$ cat src/rtl/safety_fault_pkg.sv
// Shared types and constants for the safety fault collector.
// Optional feature macro used by the top: SAFETY_FAULT_INJECT_EN.
package safety_fault_pkg;

    typedef enum logic [1:0] {
        ST_NORMAL    = 2'd0,
        ST_WARN      = 2'd1,
        ST_SAFE      = 2'd2,
        ST_RESET_REQ = 2'd3
    } fault_state_e;

    localparam logic [7:0] CODE_NONE     = 8'h00;
    localparam logic [7:0] CODE_LOCKSTEP = 8'h01;
    localparam logic [7:0] CODE_UE       = 8'h02;
    localparam logic [7:0] CODE_WDG      = 8'h03;
    localparam logic [7:0] CODE_CE       = 8'h04;
    localparam logic [7:0] CODE_BUS      = 8'h05;
    localparam logic [7:0] CODE_INJECT   = 8'h06;

    localparam int ECC_CE_BIT     = 0;
    localparam int ECC_UE_BIT     = 1;
    localparam int ECC_REGION_LSB = 2;
    localparam int ECC_REGION_MSB = 5;

    // Any response code with the MSB set is a bus error.
    localparam logic [1:0] RESP_ERR = 2'b10;

    // Saturating 16-bit increment used by the CE event counter.
    function automatic logic [15:0] sat_inc16(input logic [15:0] v);
        sat_inc16 = (v == 16'hFFFF) ? v : (v + 16'h0001);
    endfunction

endpackage

$ cat src/rtl/safety_leaky_cnt.sv
// Saturating leaky-bucket counter: adds 0..2 per cycle, removes 1 every
// LEAK_PERIOD cycles when nonzero. A leak that coincides with an increment is
// held back one cycle (and again, as long as increments keep arriving).
module safety_leaky_cnt
    import safety_fault_pkg::*;
#(
    parameter int CNT_W       = 4,
    parameter int LEAK_PERIOD = 256
) (
    input  logic             clk,
    input  logic             rst,
    input  logic             clr,
    input  logic [1:0]       inc,
    output logic [CNT_W-1:0] cnt
);

    localparam int TMR_W = (LEAK_PERIOD > 1) ? $clog2(LEAK_PERIOD) : 1;
    localparam logic [TMR_W-1:0] TMR_LAST = TMR_W'(LEAK_PERIOD - 1);
    localparam logic [CNT_W:0]   CNT_MAX  = {1'b0, {CNT_W{1'b1}}};

    logic [TMR_W-1:0] tmr_q, tmr_d;
    logic [CNT_W-1:0] cnt_q, cnt_d;
    logic             pend_q, pend_d;
    logic             leak_due_s;
    logic [CNT_W:0]   sum_s;

    // Leak timer, deferred-leak flag and bucket next-state.
    always_comb begin
        tmr_d      = (tmr_q == TMR_LAST) ? '0 : (tmr_q + 1'b1);
        leak_due_s = (tmr_q == TMR_LAST) || pend_q;
        sum_s      = {1'b0, cnt_q} + {{(CNT_W-1){1'b0}}, inc};
        cnt_d      = cnt_q;
        pend_d     = 1'b0;
        if (clr) begin
            cnt_d  = '0;
            pend_d = 1'b0;
        end else if (inc != 2'b00) begin
            cnt_d  = (sum_s > CNT_MAX) ? CNT_MAX[CNT_W-1:0] : sum_s[CNT_W-1:0];
            pend_d = leak_due_s;
        end else if (leak_due_s && (cnt_q != '0)) begin
            cnt_d  = cnt_q - 1'b1;
        end else begin
            cnt_d  = cnt_q;
        end
    end

    // Counter state registers.
    always_ff @(posedge clk) begin
        if (rst) begin
            tmr_q  <= '0;
            cnt_q  <= '0;
            pend_q <= 1'b0;
        end else begin
            tmr_q  <= tmr_d;
            cnt_q  <= cnt_d;
            pend_q <= pend_d;
        end
    end

    assign cnt = cnt_q;

endmodule

$ cat src/rtl/safety_fault_collector.sv
// Safety fault collector: classifies island fault events, runs the
// NORMAL/WARN/SAFE/RESET_REQ escalation FSM and latches the first fault code.
// Define SAFETY_FAULT_INJECT_EN to add the inject_vld/inject_sel test inputs.
module safety_fault_collector
    import safety_fault_pkg::*;
#(
    parameter int CNT_W       = 4,
    parameter int WARN_THRESH = 4,
    parameter int SAFE_THRESH = 8,
    parameter int LEAK_PERIOD = 256,
    parameter int FTTI_CYCLES = 1000
) (
    input  logic        clk,
    input  logic        rst,
    input  logic        valid,
    input  logic        ready,
    input  logic [1:0]  resp,
    input  logic        error,
    input  logic        lockstep_match,
    input  logic [5:0]  ecc_status,
    input  logic        wdg_timeout,
    input  logic        fault_clr,
`ifdef SAFETY_FAULT_INJECT_EN
    input  logic        inject_vld,
    input  logic [1:0]  inject_sel,
`endif
    output logic [1:0]  fault_state,
    output logic        fault_irq,
    output logic        safe_state_req,
    output logic        reset_req,
    output logic [7:0]  fault_code,
    output logic [3:0]  fault_region,
    output logic [15:0] ce_count
);

    localparam int FT_W = (FTTI_CYCLES > 1) ? $clog2(FTTI_CYCLES) : 1;
    localparam logic [FT_W-1:0]  FTTI_LAST = FT_W'(FTTI_CYCLES - 1);
    localparam logic [CNT_W-1:0] WARN_LVL  = CNT_W'(WARN_THRESH);
    localparam logic [CNT_W-1:0] SAFE_LVL  = CNT_W'(SAFE_THRESH);

    fault_state_e     state_q, state_d;
    logic [FT_W-1:0]  ftti_q, ftti_d;
    logic             irq_q, irq_d;
    logic             safe_q, safe_d;
    logic             rreq_q, rreq_d;
    logic [7:0]       code_q, code_d;
    logic [3:0]       region_q, region_d;
    logic [15:0]      ce_cnt_q, ce_cnt_d;

    logic inj_ls_s, inj_ue_s, inj_wdg_s, inj_ce_s;
    logic ls_real_s, ue_real_s, wdg_real_s, ce_real_s, bus_real_s;
    logic ls_any_s, ue_any_s, wdg_any_s, ce_any_s;
    logic crit_s, clr_acc_s, cnt_clr_s, new_ecc_s;
    logic [1:0]       inc_s;
    logic [7:0]       new_code_s;
    logic [CNT_W-1:0] minor_cnt_s;

`ifdef SAFETY_FAULT_INJECT_EN
    // Decode the injected event onto one of the four fault sources.
    always_comb begin
        inj_ls_s  = inject_vld && (inject_sel == 2'd0);
        inj_ue_s  = inject_vld && (inject_sel == 2'd1);
        inj_wdg_s = inject_vld && (inject_sel == 2'd2);
        inj_ce_s  = inject_vld && (inject_sel == 2'd3);
    end
`else
    // No injection hardware: injected sources are permanently idle.
    always_comb begin
        inj_ls_s  = 1'b0;
        inj_ue_s  = 1'b0;
        inj_wdg_s = 1'b0;
        inj_ce_s  = 1'b0;
    end
`endif

    // Classify this cycle's events into critical / minor and pick the code
    // that would be latched if this were the first fault.
    always_comb begin
        ls_real_s  = !lockstep_match;
        ue_real_s  = ecc_status[ECC_UE_BIT];
        wdg_real_s = wdg_timeout;
        ce_real_s  = ecc_status[ECC_CE_BIT];
        bus_real_s = (valid && ready && (|(resp & RESP_ERR))) || error;
        ls_any_s   = ls_real_s  || inj_ls_s;
        ue_any_s   = ue_real_s  || inj_ue_s;
        wdg_any_s  = wdg_real_s || inj_wdg_s;
        ce_any_s   = ce_real_s  || inj_ce_s;
        crit_s     = ls_any_s || ue_any_s || wdg_any_s;
        inc_s      = {1'b0, ce_any_s} + {1'b0, bus_real_s};
        new_ecc_s  = 1'b0;
        if (ls_any_s) begin
            new_code_s = ls_real_s ? CODE_LOCKSTEP : CODE_INJECT;
        end else if (ue_any_s) begin
            new_code_s = ue_real_s ? CODE_UE : CODE_INJECT;
            new_ecc_s  = ue_real_s;
        end else if (wdg_any_s) begin
            new_code_s = wdg_real_s ? CODE_WDG : CODE_INJECT;
        end else if (bus_real_s) begin
            new_code_s = CODE_BUS;
        end else if (ce_any_s) begin
            new_code_s = ce_real_s ? CODE_CE : CODE_INJECT;
            new_ecc_s  = ce_real_s;
        end else begin
            new_code_s = CODE_NONE;
        end
    end

    safety_leaky_cnt #(
        .CNT_W       (CNT_W),
        .LEAK_PERIOD (LEAK_PERIOD)
    ) u_cnt (
        .clk (clk),
        .rst (rst),
        .clr (cnt_clr_s),
        .inc (inc_s),
        .cnt (minor_cnt_s)
    );

    // Escalation FSM next state, FTTI timer and clear acceptance.
    always_comb begin
        state_d   = state_q;
        ftti_d    = ftti_q;
        clr_acc_s = 1'b0;
        case (state_q)
            ST_NORMAL: begin
                ftti_d = '0;
                if (crit_s || (minor_cnt_s >= SAFE_LVL)) begin
                    state_d = ST_SAFE;
                end else begin
                    state_d   = (minor_cnt_s >= WARN_LVL) ? ST_WARN : ST_NORMAL;
                    clr_acc_s = fault_clr;
                end
            end
            ST_WARN: begin
                ftti_d = '0;
                if (crit_s || (minor_cnt_s >= SAFE_LVL)) begin
                    state_d = ST_SAFE;
                end else if (fault_clr) begin
                    state_d   = ST_NORMAL;
                    clr_acc_s = 1'b1;
                end else begin
                    state_d = ST_WARN;
                end
            end
            ST_SAFE: begin
                // Expiry beats a same-cycle clear; critical events never restart the timer.
                if (ftti_q == FTTI_LAST) begin
                    state_d = ST_RESET_REQ;
                end else if (fault_clr && !crit_s) begin
                    state_d   = ST_NORMAL;
                    ftti_d    = '0;
                    clr_acc_s = 1'b1;
                end else begin
                    state_d = ST_SAFE;
                    ftti_d  = ftti_q + 1'b1;
                end
            end
            ST_RESET_REQ: begin
                state_d = ST_RESET_REQ;
            end
            default: begin
                state_d = ST_NORMAL;
                ftti_d  = '0;
            end
        endcase
        cnt_clr_s = clr_acc_s && (state_q != ST_NORMAL);
    end

    // Output next-state: first-fault capture, CE tally and state-derived requests.
    always_comb begin
        code_d   = code_q;
        region_d = region_q;
        if (clr_acc_s) begin
            code_d   = CODE_NONE;
            region_d = 4'h0;
        end else if ((code_q == CODE_NONE) && (new_code_s != CODE_NONE)) begin
            code_d   = new_code_s;
            region_d = new_ecc_s ? ecc_status[ECC_REGION_MSB:ECC_REGION_LSB] : region_q;
        end else begin
            code_d   = code_q;
            region_d = region_q;
        end
        ce_cnt_d = ce_any_s ? sat_inc16(ce_cnt_q) : ce_cnt_q;
        irq_d    = (state_d != state_q) && (state_d != ST_NORMAL);
        safe_d   = (state_d == ST_SAFE);
        rreq_d   = (state_d == ST_RESET_REQ);
    end

    // State and output registers.
    always_ff @(posedge clk) begin
        if (rst) begin
            state_q  <= ST_NORMAL;
            ftti_q   <= '0;
            irq_q    <= 1'b0;
            safe_q   <= 1'b0;
            rreq_q   <= 1'b0;
            code_q   <= 8'h00;
            region_q <= 4'h0;
            ce_cnt_q <= 16'h0000;
        end else begin
            state_q  <= state_d;
            ftti_q   <= ftti_d;
            irq_q    <= irq_d;
            safe_q   <= safe_d;
            rreq_q   <= rreq_d;
            code_q   <= code_d;
            region_q <= region_d;
            ce_cnt_q <= ce_cnt_d;
        end
    end

    assign fault_state    = state_q;
    assign fault_irq      = irq_q;
    assign safe_state_req = safe_q;
    assign reset_req      = rreq_q;
    assign fault_code     = code_q;
    assign fault_region   = region_q;
    assign ce_count       = ce_cnt_q;

endmodule

$ cat config.mk
export PLATFORM = sky130hd
export DESIGN_NAME = safety_fault_collector
export DESIGN_NICKNAME = d
export VERILOG_FILES = /design/src/rtl/safety_fault_pkg.sv /design/src/rtl/safety_leaky_cnt.sv /design/src/rtl/safety_fault_collector.sv
export SDC_FILE = /design/constraint.sdc
export NUM_CORES = 1
export LEC_CHECK = 0
export ABC_AREA = 1
export BUFFER_PORTS_ARGS = -buffer_cell sky130_fd_sc_hd__buf_2
export CAP_MARGIN = 5
export CORE_AREA = 4 4 94 96
export DETAILED_ROUTE_END_ITERATION = 10
export DIE_AREA = 0 0 98 100
export PLACE_DENSITY_LB_ADDON = 0.15
export SYNTH_ARGS = -nofsm -noshare
export SYNTH_HDL_FRONTEND = slang
export SYNTH_HIERARCHICAL = 1
export SYNTH_SLANG_ARGS = --single-unit
$ cat constraint.sdc
create_clock -name clk -period 4.72 [get_ports clk]
set_input_delay 0.236 -clock clk [delete_from_list [all_inputs] [get_ports clk]]
set_output_delay 0.236 -clock clk [all_outputs]
set_load 0.02 [all_outputs]
==> summary.txt, run 1 <==
CTS
--------------------------------------------------------------------------------------------------
CTS tree                                                                                     built
Root buffer selected by CTS                                                           sky130_fd_sc_hd__clkbuf_8
Clock network latency to the later pin of the worst-skew pair                               300 ps
Depth of the CTS H-tree                                                                          2
Clock transition time at the flip-flop clock pins of the worst setup and hold paths          90 ps
Inserted Clock Buffers                                                                           5
Clock sink count                                                                                51
Number of buffers added to fix hold violations after cts                                         0
Resized Gates After CTS                                                                          0
Buffers from clock root to sink, at most                                                         2
Post-CTS repair timing setup buffer count                                                        0

WORST SETUP PATH
--------------------------------------------------------------------------------------------------
Classification of the worst setup path                                                flop to flop
Maximum single-stage delay on the critical path                                             490 ps
Startpoint types                                                                              flop
Kind of capture point of the worst setup path                                                 flop
Arr. time, crit path                                                                       2160 ps
Cell with the biggest individual delay on the critical path                           sky130_fd_sc_hd__dfxtp_1
WP data required                                                                           4880 ps
CP max FO                                                                                       16
Cell-by-cell listing of the critical path                                             ha_1 -> nand2_2 -> nor3_4 -> nand3_1 -> nand2_1 -> nand2_2 -> nand2_1 -> a21oi_1

PLACE
--------------------------------------------------------------------------------------------------
Estimated wirelength of the detail-placed design                                           4698 µm
Gpl congestion                                                                              0.8166
Cell area reported after detailed placement                                               3187 µm²
Port Buffers                                                                                    42

ROUTING
--------------------------------------------------------------------------------------------------
Sum of routed wire length over all layers                                                  6233 µm
Routed wire length per instance                                                           10.64 µm
Drc violations                                                                                   0
Number of iterations in the first detailed-routing pass                                          5
Number of routed nets with antenna violations                                                    0
Vias per Instance                                                                            4.609
Overall via count from detail_route                                                          2,701
DRC violation total after the first TritonRoute iteration                                       95

STA
--------------------------------------------------------------------------------------------------
Worst Skew                                                                                14.30 ps
Finish-stage setup viols                                                                         0
Worst Max-Slew Pin Slew                                                                   588.4 ps
Final Slew Violations                                                                            0
Worst relative slew slack                                                                   60.78%
Final cycle utilization of the critical path                                                42.18%
Hold violation count in the final report                                                         0
Clock period minus final worst setup slack                                                 1991 ps
Aggregate negative setup slack                                                                0 ps
Unrepaired setup endpoints after global routing                                                 no
Max Clk Rate                                                                             502.3 MHz

FLOORPLANNING
--------------------------------------------------------------------------------------------------
Overall die area                                                                          9800 µm²
Number of top-level pins                                                                        49
CORE AREA                                                                                 8051 µm²
Width of the die                                                                             98 µm
Initial core utilization                                                                    36.19%
FP Rows                                                                                         33
Die outline height                                                                          100 µm

LAYOUT
--------------------------------------------------------------------------------------------------
Commonest non-fill, non-tap cells in the layout                                       116 x sky130_fd_sc_hd__nand2_1, 70 x sky130_fd_sc_hd__nor2_1, 51 x sky130_fd_sc_hd__inv_1, 51 x sky130_fd_sc_hd__dfxtp_1, 42 x sky130_fd_sc_hd__buf_2
Ant diodes                                                                                       0
Final instance area                                                                       3319 µm²
Most frequent standard cell in the layout excluding fill and tap cells                sky130_fd_sc_hd__nand2_1
Post-Route Utilization                                                                      41.23%
Ratio of cells with drive above 1 in the final layout                                       14.14%
Layout net count                                                                               506
Signed area change from the synthesized netlist to the final layout                         13.91%

RUN STATUS
--------------------------------------------------------------------------------------------------
Outcome                                                                                  completed

GLOBAL ROUTE
--------------------------------------------------------------------------------------------------
All-Layer GR Usage                                                                          12.86%
Initial antenna violation count                                                                  0
Remaining global-route overflow                                                                  0
Maximum number of pins on one net before global-route repair                                    30
Via count of the first global-routing pass                                                   2,446
First-pass GRT wire length                                                               10,780 µm

PWR
--------------------------------------------------------------------------------------------------
Reported leakage power                                                                 0.001571 µW
VDD IR-drop max                                                                        0.0001456 V
Pwr per Cell Area                                                                     295.1 nW/µm²

YOSYS
--------------------------------------------------------------------------------------------------
Sequential element share of the synthesized area                                            35.04%
Flop and latch count out of synthesis                                                           51
Avg Synthesized Cell Area                                                                6.638 µm²
Number of enable flip-flop cells after synthesis                                                 0
Synthesized cell area                                                                     2914 µm²
Cell variety after synth                                                                        35
Yosys warnings                                                                                   6
Proportion of synthesized flip-flops having asynchronous set or reset                           0%
Most common flop cell mapped by yosys                                                 sky130_fd_sc_hd__dfxtp_1
Cells after Synth                                                                              439

MIN PATH
--------------------------------------------------------------------------------------------------
Classification of the worst-slack hold path                                           primary input to flop

FLOW RUN
--------------------------------------------------------------------------------------------------
# Max-Cap Violations                                                                             0

[cell families (layout without fill, tap and decap cells)]
family	count (synthesis)	count (layout)	synth area share, %
XOR/XNOR	12	12	3.607
flip-flops	51	51	35.04
AO/OA/AOI/OAI	44	44	8.072
AND/OR/NAND/NOR	256	256	38.90
adder cells (fa/ha/maj)	10	10	4.551
other	1	5	0.1287
buffers and inverters	65	103	9.703
[final timing paths]
path | slack (ps) | endpoint | start | depth (start not counted)
setup / recovery | 2730 | ce_count[14]$_SDFFE_PP0P_ | ce_count[0]$_SDFFE_PP0P_ | 8
hold / removal | 160 | fault_region[3]$_SDFFE_PP0P_ | ecc_status[5] | 3
setup reg to reg | 2730 | ce_count[14]$_SDFFE_PP0P_ | ce_count[0]$_SDFFE_PP0P_ | 8
hold reg to reg | 460 | u_cnt/tmr_q[0]$_SDFF_PP0_ | u_cnt/tmr_q[0]$_SDFF_PP0_ | 1
[worst max-delay path: cells and delay by family, from the launching register on]
kind,cells,cell delay [ps]
simple gates,6,1030
flops,1,490
fa+ha+maj,1,270
compound gates,1,60
[per-stage QoR]
stage | setup slack (ps) | hold WS (ps) | std cells | power (µW)
floorplan | 2862 | 370.9 | 443 | 597.1
global placement | 2611 | 431.5 | 578 | 631.5
detailed placement | 2594 | 447.1 | 578 | 633.0
CTS | 2703 | 140.8 | 586 | 995.7
global route | 2543 | 151.1 | 586 | 1042
finish | 2729 | 156.1 | 586 | 979.6
[where the power goes]
| group | total, µW | leakage, µW | switching (µW) | internal, µW |
|---|---|---|---|---|
| Sequential | 469 | 0.000415 | 19.1 | 450 |
| Clock | 357 | 0.0000654 | 145 | 212 |
| Combinational | 153 | 0.00109 | 99.5 | 53.9 |
| Total | 980 | 0.00157 | 264 | 716 |
[Yosys cell counts (3+ instances only)]
cell	number	area [µm²]
sky130_fd_sc_hd__nand2_1	116	435.4
sky130_fd_sc_hd__nor2_1	70	262.8
sky130_fd_sc_hd__dfxtp_1	51	1021
sky130_fd_sc_hd__inv_1	51	191.4
sky130_fd_sc_hd__nand3_1	37	185.2
sky130_fd_sc_hd__a21oi_1	31	155.2
sky130_fd_sc_hd__ha_1	9	112.6
sky130_fd_sc_hd__xor2_1	8	70.07
sky130_fd_sc_hd__buf_4	6	45.04
sky130_fd_sc_hd__nand2_2	6	37.54
sky130_fd_sc_hd__nand4_1	6	37.54
sky130_fd_sc_hd__nor3_1	5	25.02
sky130_fd_sc_hd__o21ai_0	5	25.02
sky130_fd_sc_hd__nor2_2	4	25.02
sky130_fd_sc_hd__xnor2_1	4	35.03
sky130_fd_sc_hd__clkbuf_1	3	11.26
[flip-flops by register name (all words and copies together), names as in the netlist, 2 cells and up]
signal,count
ce_count,16
fault_code,3
fault_region,4
fault_state,2
ftti_q,10
u_cnt/cnt,4
u_cnt/tmr_q,8
[final cells by class]
| type | count | area, µm² |
|---|---|---|
| Inverter | 53 | 198.9 |
| Sequential cell | 51 | 1021 |
| Timing Repair Buffer | 42 | 210.2 |
| Clock buffer | 6 | 72.57 |
| Fill cell | 883 | 4732 |
| Clock inverter | 2 | 60.06 |
| Multi-Input combinational cell | 327 | 1625 |
| Tap cell | 105 | 131.4 |
[routing by layer]
metal | track usage [%] | wire length (µm) | part of all wire, % | up-vias
met2 | 21.57 | 2901 | 47 | 38
met5 | 0 | 0 | 0 | -
met1 | 17.19 | 3086 | 50 | 1199
li1 | - | - | - | 1460
met3 | 2.363 | 209 | 3.4 | 4
met4 | 3.088 | 34 | 0.55 | 0
Power figures use the tool's default switching activity.
==> inputs of run 2 (changes only) <==
- clock period: 4.72 -> 2.1 ns (I/O delays scaled with it)
==> run 2 against run 1 <==
Total power is 100% higher. Combinational power is 140% higher. Die area stayed put. Via count is 1.0% higher. Sequential power is 120% higher. Count of clock-buffer cells in the layout stayed put. Clock power is 65% higher. Non-clock buffer count is 8 higher. Fmax is 10% higher. First-iteration DRC count is 12% higher. Hold slack worse by 130 ps. Sequential share of layout area is 0.14 points lower.
==> summary.txt, run 2 (synthesis results as in run 1) <==
FLOORPLANNING
--------------------------------------------------------------------------------------------------
Width of the die                                                                             98 µm
CORE AREA                                                                                 8051 µm²
Overall die area                                                                          9800 µm²
FP Rows                                                                                         33
Die outline height                                                                          100 µm
Initial core utilization                                                                    36.19%
Number of top-level pins                                                                        49

STA
--------------------------------------------------------------------------------------------------
Finish-stage setup viols                                                                         0
Clock period minus final worst setup slack                                                 1807 ps
Max Clk Rate                                                                             553.3 MHz
Aggregate negative setup slack                                                                0 ps
Worst Skew                                                                                13.53 ps
Final Slew Violations                                                                            0
Final cycle utilization of the critical path                                                86.06%
Hold violation count in the final report                                                         0
Unrepaired setup endpoints after global routing                                                 no

CTS
--------------------------------------------------------------------------------------------------
Root buffer selected by CTS                                                           sky130_fd_sc_hd__clkbuf_8
Buffers from clock root to sink, at most                                                         2
CTS tree                                                                                     built
Clock sink count                                                                                51
Clock network latency to the later pin of the worst-skew pair                               310 ps
Resized Gates After CTS                                                                          0
Inserted Clock Buffers                                                                           5
Clock transition time at the flip-flop clock pins of the worst setup and hold paths          90 ps
Depth of the CTS H-tree                                                                          2
Number of buffers added to fix hold violations after cts                                         0
Post-CTS repair timing setup buffer count                                                        0

ROUTING
--------------------------------------------------------------------------------------------------
Routed wire length per instance                                                           11.23 µm
DRC violation total after the first TritonRoute iteration                                      106
Vias per Instance                                                                            4.600
Number of iterations in the first detailed-routing pass                                          4
Number of routed nets with antenna violations                                                    0
Drc violations                                                                                   0
Overall via count from detail_route                                                          2,728
Sum of routed wire length over all layers                                                  6658 µm

WORST SETUP PATH
--------------------------------------------------------------------------------------------------
Classification of the worst setup path                                                flop to flop
Kind of cell adding the most delay to the critical path                               simple AND/OR/NAND/NOR gates
WP data required                                                                           2330 ps
Kind of capture point of the worst setup path                                                 flop
Cell-by-cell listing of the critical path                                             ha_1 -> nand2_1 -> nor2_1 -> nand3_1 -> nand2_1 -> nand2_1 -> inv_1 -> nand2_1 -> a21oi_1
Maximum single-stage delay on the critical path                                             390 ps
Cell with the biggest individual delay on the critical path                           sky130_fd_sc_hd__dfxtp_1
Worst reg-to-reg setup slack                                                                290 ps
Arr. time, crit path                                                                       2040 ps
WP buf/inv                                                                                       1
Startpoint types                                                                              flop
Most numerous cell on the critical path                                               sky130_fd_sc_hd__nand2_1
CP max FO                                                                                       11

LAYOUT
--------------------------------------------------------------------------------------------------
Layout net count                                                                               514
Ant diodes                                                                                       0
Signed area change from the synthesized netlist to the final layout                         14.43%
Most frequent standard cell in the layout excluding fill and tap cells                sky130_fd_sc_hd__nand2_1
Ratio of cells with drive above 1 in the final layout                                       15.57%
Max FFs per register                                                                            16
Commonest non-fill, non-tap cells in the layout                                       116 x sky130_fd_sc_hd__nand2_1, 70 x sky130_fd_sc_hd__nor2_1, 51 x sky130_fd_sc_hd__inv_1, 51 x sky130_fd_sc_hd__dfxtp_1, 42 x sky130_fd_sc_hd__buf_2
Final Non-Filler Cells                                                                         593

GLOBAL ROUTE
--------------------------------------------------------------------------------------------------
Maximum number of pins on one net before global-route repair                                    20
All-Layer GR Usage                                                                          13.88%
First-pass GRT wire length                                                               11,470 µm
Via count of the first global-routing pass                                                   2,506
Remaining global-route overflow                                                                  0
Initial antenna violation count                                                                  0

PWR
--------------------------------------------------------------------------------------------------
Pwr per Cell Area                                                                     600.3 nW/µm²
VDD IR-drop max                                                                        0.0002411 V
Reported leakage power                                                                 0.001592 µW

PLACE
--------------------------------------------------------------------------------------------------
Gpl congestion                                                                              0.7861
Estimated wirelength of the detail-placed design                                           5023 µm
Port Buffers                                                                                    42
Placed cell count                                                                              586

MIN PATH
--------------------------------------------------------------------------------------------------
Classification of the worst-slack hold path                                           primary input to flop

FLOW RUN
--------------------------------------------------------------------------------------------------
# Max-Cap Violations                                                                             0

RUN STATUS
--------------------------------------------------------------------------------------------------
Outcome                                                                                  completed

==> run 2: layout make-up <==
type	count	area, µm²
Fill cell	878	4717
Multi-Input combinational cell	327	1625
Sequential cell	51	1021
Timing Repair Buffer	50	270.3
Inverter	53	198.9
Tap cell	105	131.4
Clock buffer	6	82.58
Clock inverter	1	5.005
==> run 2: where the power goes <==
group          internal (µW)  switching [µW]  total [µW]
sequential              1010            40.7        1050
clock                    260             330         590
combinational            131             229         360
total                   1400             600        2000
==> run 2: path summary, 6_finish.rpt <==
kind / from / endpoint / cells after the start
max: ftti_q[0]$_SDFFE_PP0P_ / ftti_q[3]$_SDFFE_PP0P_ / 9
min: ecc_status[5] / fault_region[3]$_SDFFE_PP0P_ / 3
max reg2reg: ftti_q[0]$_SDFFE_PP0P_ / ftti_q[3]$_SDFFE_PP0P_ / 9
min reg2reg: u_cnt/tmr_q[0]$_SDFF_PP0_ / u_cnt/tmr_q[0]$_SDFF_PP0_ / 1
==> run 2: worst reg2reg max path, delay by kind of cell (launching register included) <==
| kind | cells | cell delay, ps |
|---|---|---|
| buffers and inverters | 1 | 290 |
| adder cells (fa/ha/maj) | 1 | 190 |
| AO/OA/AOI/OAI | 1 | 130 |
| AND/OR/NAND/NOR | 6 | 750 |
| flip-flops | 1 | 390 |
==> run 2: routing by layer <==
layer	GRT usage [%]	share of wire, %
met1	17.57	48
met5	0	0
met3	2.988	4.5
met4	3.514	0.53
met2	24.08	47
==> run 2: stage by stage <==
stage / instance area (µm²) / setup WS, ps / hold slack (ps) / util, % / total power [µW]
detailed placement: 3247 / 133.0 / 337.1 / 40.33 / 1436
floorplan: 2929 / 249.3 / 239.9 / - / 1342
CTS: 3334 / 295.3 / 7.896 / 41.41 / 2042
global placement: 3247 / 155.6 / 327.6 / 40.33 / 1433
global route: 3334 / 82.66 / 15.44 / 41.41 / 2134
finish: 3334 / 292.8 / 23.30 / 41.41 / 2002
==> inputs of run 3 (changes only) <==
- CAP_MARGIN: 5 -> unset
- CORE_AREA: 4 4 94 96 -> 4 4 78 80
- DIE_AREA: 0 0 98 100 -> 0 0 82 84
==> run 3 against run 2 <==
Die area is 30% lower. Global-route usage is 4.8 points higher. Clock power is 7.1% higher. Wire length is 9.1% lower. First-iteration DRC count is 29% higher. Critical endpoint is now u_cnt/cnt[3]$_SDFFE_PP0P_. Flip-flop and latch count stayed put. Largest cell class unchanged. Largest power group unchanged. Sequential power hardly changed.
==> summary.txt, run 3 (synthesis results as in run 1) <==
RUN STATUS
--------------------------------------------------------------------------------------------------
Outcome                                                                                  completed

CTS
--------------------------------------------------------------------------------------------------
Post-CTS repair timing setup buffer count                                                        0
Number of buffers added to fix hold violations after cts                                         0
Root buffer selected by CTS                                                           sky130_fd_sc_hd__clkbuf_8
Depth of the CTS H-tree                                                                          2
Resized Gates After CTS                                                                          0
Buffers from clock root to sink, at most                                                         2
CTS tree                                                                                     built
Inserted Clock Buffers                                                                           5
Clock transition time at the flip-flop clock pins of the worst setup and hold paths          90 ps
Clock sink count                                                                                51
Clock network latency to the later pin of the worst-skew pair                               310 ps

MIN PATH
--------------------------------------------------------------------------------------------------
Worst hold stages                                                                                3
Classification of the worst-slack hold path                                           primary input to flop
End point of the worst hold path                                                      fault_region[2]$_SDFFE_PP0P_
Startpoint of the worst hold path                                                     ecc_status[4]

GLOBAL ROUTE
--------------------------------------------------------------------------------------------------
Remaining global-route overflow                                                                  0
All-Layer GR Usage                                                                          18.66%
Via count of the first global-routing pass                                                   2,448
Maximum number of pins on one net before global-route repair                                    30
First-pass GRT wire length                                                               10,430 µm
Initial antenna violation count                                                                  0

WORST SETUP PATH
--------------------------------------------------------------------------------------------------
R2R cell count                                                                                  11
RR Startpoint                                                                         ftti_q[0]$_SDFFE_PP0P_
Arr. time, crit path                                                                       2040 ps
WP data required                                                                           2350 ps
Kind of capture point of the worst setup path                                                 flop
Classification of the worst setup path                                                flop to flop
CP max FO                                                                                        5
Critical register-to-register path endpoint                                           u_cnt/cnt[3]$_SDFFE_PP0P_
Worst reg-to-reg setup slack                                                                310 ps
Startpoint types                                                                              flop

LAYOUT
--------------------------------------------------------------------------------------------------
Commonest non-fill, non-tap cells in the layout                                       116 x sky130_fd_sc_hd__nand2_1, 70 x sky130_fd_sc_hd__nor2_1, 51 x sky130_fd_sc_hd__inv_1, 51 x sky130_fd_sc_hd__dfxtp_1, 42 x sky130_fd_sc_hd__buf_2
Ant diodes                                                                                       0
Final Non-Filler Cells                                                                         560
Signed area change from the synthesized netlist to the final layout                         13.27%
Ratio of cells with drive above 1 in the final layout                                       15.16%
Max FFs per register                                                                            16
Final instance area                                                                       3301 µm²
Most frequent standard cell in the layout excluding fill and tap cells                sky130_fd_sc_hd__nand2_1
Layout net count                                                                               513

FLOORPLANNING
--------------------------------------------------------------------------------------------------
Overall die area                                                                          6888 µm²
Initial core utilization                                                                    53.91%
FP Rows                                                                                         27
CORE AREA                                                                                 5405 µm²
Width of the die                                                                             82 µm
Die outline height                                                                           84 µm
Number of top-level pins                                                                        49

STA
--------------------------------------------------------------------------------------------------
Aggregate negative setup slack                                                                0 ps
Smallest setup slack after layout                                                         309.2 ps
Finish-stage setup viols                                                                         0
Worst Max-Slew Pin Slew                                                                   583.6 ps
Clock period minus final worst setup slack                                                 1791 ps
Final cycle utilization of the critical path                                                85.28%
Final Slew Violations                                                                            0
Tightest hold margin                                                                      23.95 ps
Worst Skew                                                                                8.597 ps
Hold violation count in the final report                                                         0
Max Clk Rate                                                                             558.4 MHz
Unrepaired setup endpoints after global routing                                                 no
Worst relative slew slack                                                                   61.10%

PLACE
--------------------------------------------------------------------------------------------------
Cell area reported after detailed placement                                               3191 µm²
Placed cell count                                                                              551
Worst slack at placement                                                                  112.8 ps
Estimated wirelength of the detail-placed design                                           4559 µm
Port Buffers                                                                                    42
Gpl congestion                                                                              0.8668

PWR
--------------------------------------------------------------------------------------------------
Reported leakage power                                                                 0.001592 µW
Pwr per Cell Area                                                                     619.3 nW/µm²
VDD IR-drop max                                                                        0.0003547 V

ROUTING
--------------------------------------------------------------------------------------------------
Sum of routed wire length over all layers                                                  6051 µm
Number of iterations in the first detailed-routing pass                                          4
Routed wire length per instance                                                           10.81 µm
Drc violations                                                                                   0
Overall via count from detail_route                                                          2,772
Number of routed nets with antenna violations                                                    0
DRC violation total after the first TritonRoute iteration                                      137
Vias per Instance                                                                            4.950

FLOW RUN
--------------------------------------------------------------------------------------------------
# Max-Cap Violations                                                                             0

==> run 3: cell count changes in the layout (fill, tap and decap cells not counted), sizes merged <==
cell	before	now
dlygate4sd3	0	1
clkinv	1	0
clkbuf	6	8
buf	50	48
==> run 3: worst max-delay path, stage by stage (launching register included) <==
cell	delay [ps]
sky130_fd_sc_hd__dfxtp_1	390
sky130_fd_sc_hd__ha_1	180
sky130_fd_sc_hd__nand2_1	80
sky130_fd_sc_hd__nor2_1	140
sky130_fd_sc_hd__nand3_1	120
sky130_fd_sc_hd__nand3_1	130
sky130_fd_sc_hd__nand2_1	120
sky130_fd_sc_hd__inv_1	70
sky130_fd_sc_hd__nor2_1	30
sky130_fd_sc_hd__nor2_1	300
sky130_fd_sc_hd__nand2_1	100
sky130_fd_sc_hd__nor2_1	100
==> run 3: worst max-delay path by stage <==
stage,startpoint,depth (start not counted),slack [ps],to
6_report,ftti_q[0]$_SDFFE_PP0P_,11,310,u_cnt/cnt[3]$_SDFFE_PP0P_
5_1_grt,ftti_q[0]$_SDFFE_PP0P_,9,60,ftti_q[2]$_SDFFE_PP0P_
4_1_cts,ftti_q[0]$_SDFFE_PP0P_,9,310,ftti_q[3]$_SDFFE_PP0P_
3_5_place_dp,resp[1],11,110,u_cnt/cnt[1]$_SDFFE_PP0P_
3_3_place_gp,resp[1],11,180,u_cnt/cnt[2]$_SDFFE_PP0P_
2_1_floorplan,ce_count[0]$_SDFFE_PP0P_,9,250,ce_count[6]$_SDFFE_PP0P_
==> run 3: final cells by class <==
| class | count | area (µm²) |
|---|---|---|
| sequential | 51 | 1021 |
| clock buffer | 8 | 100.1 |
| timing repair buffer | 49 | 265.3 |
| multi-input combinational | 327 | 1625 |
| inverter | 53 | 198.9 |
| tap | 72 | 90.09 |
| fill | 523 | 2105 |
==> run 3: through the flow <==
stage,total power [µW],utilization (%)
floorplan,1342,-
global placement,1423,59.03
detailed placement,1433,59.03
CTS,2059,60.88
global route,2156,61.06
finish,2044,61.06
==> run 3: power breakdown <==
part | switching (µW) | leakage, µW | internal [µW]
registers | 40.3 | 0.000415 | 1010
clock network | 331 | 0.0000515 | 302
logic | 230 | 0.00112 | 130
total | 601 | 0.00159 | 1440
==> run 3: layer usage <==
metal | share of wire (%) | routed length, µm | GRT usage, % | vias to the layer above
li1 | - | - | - | 1470
met5 | 0 | 0 | 0 | -
met2 | 48 | 2913 | 31.15 | 60
met4 | 1.4 | 85 | 5.438 | 0
met1 | 46 | 2788 | 23.62 | 1233
met3 | 4.3 | 263 | 4.104 | 9
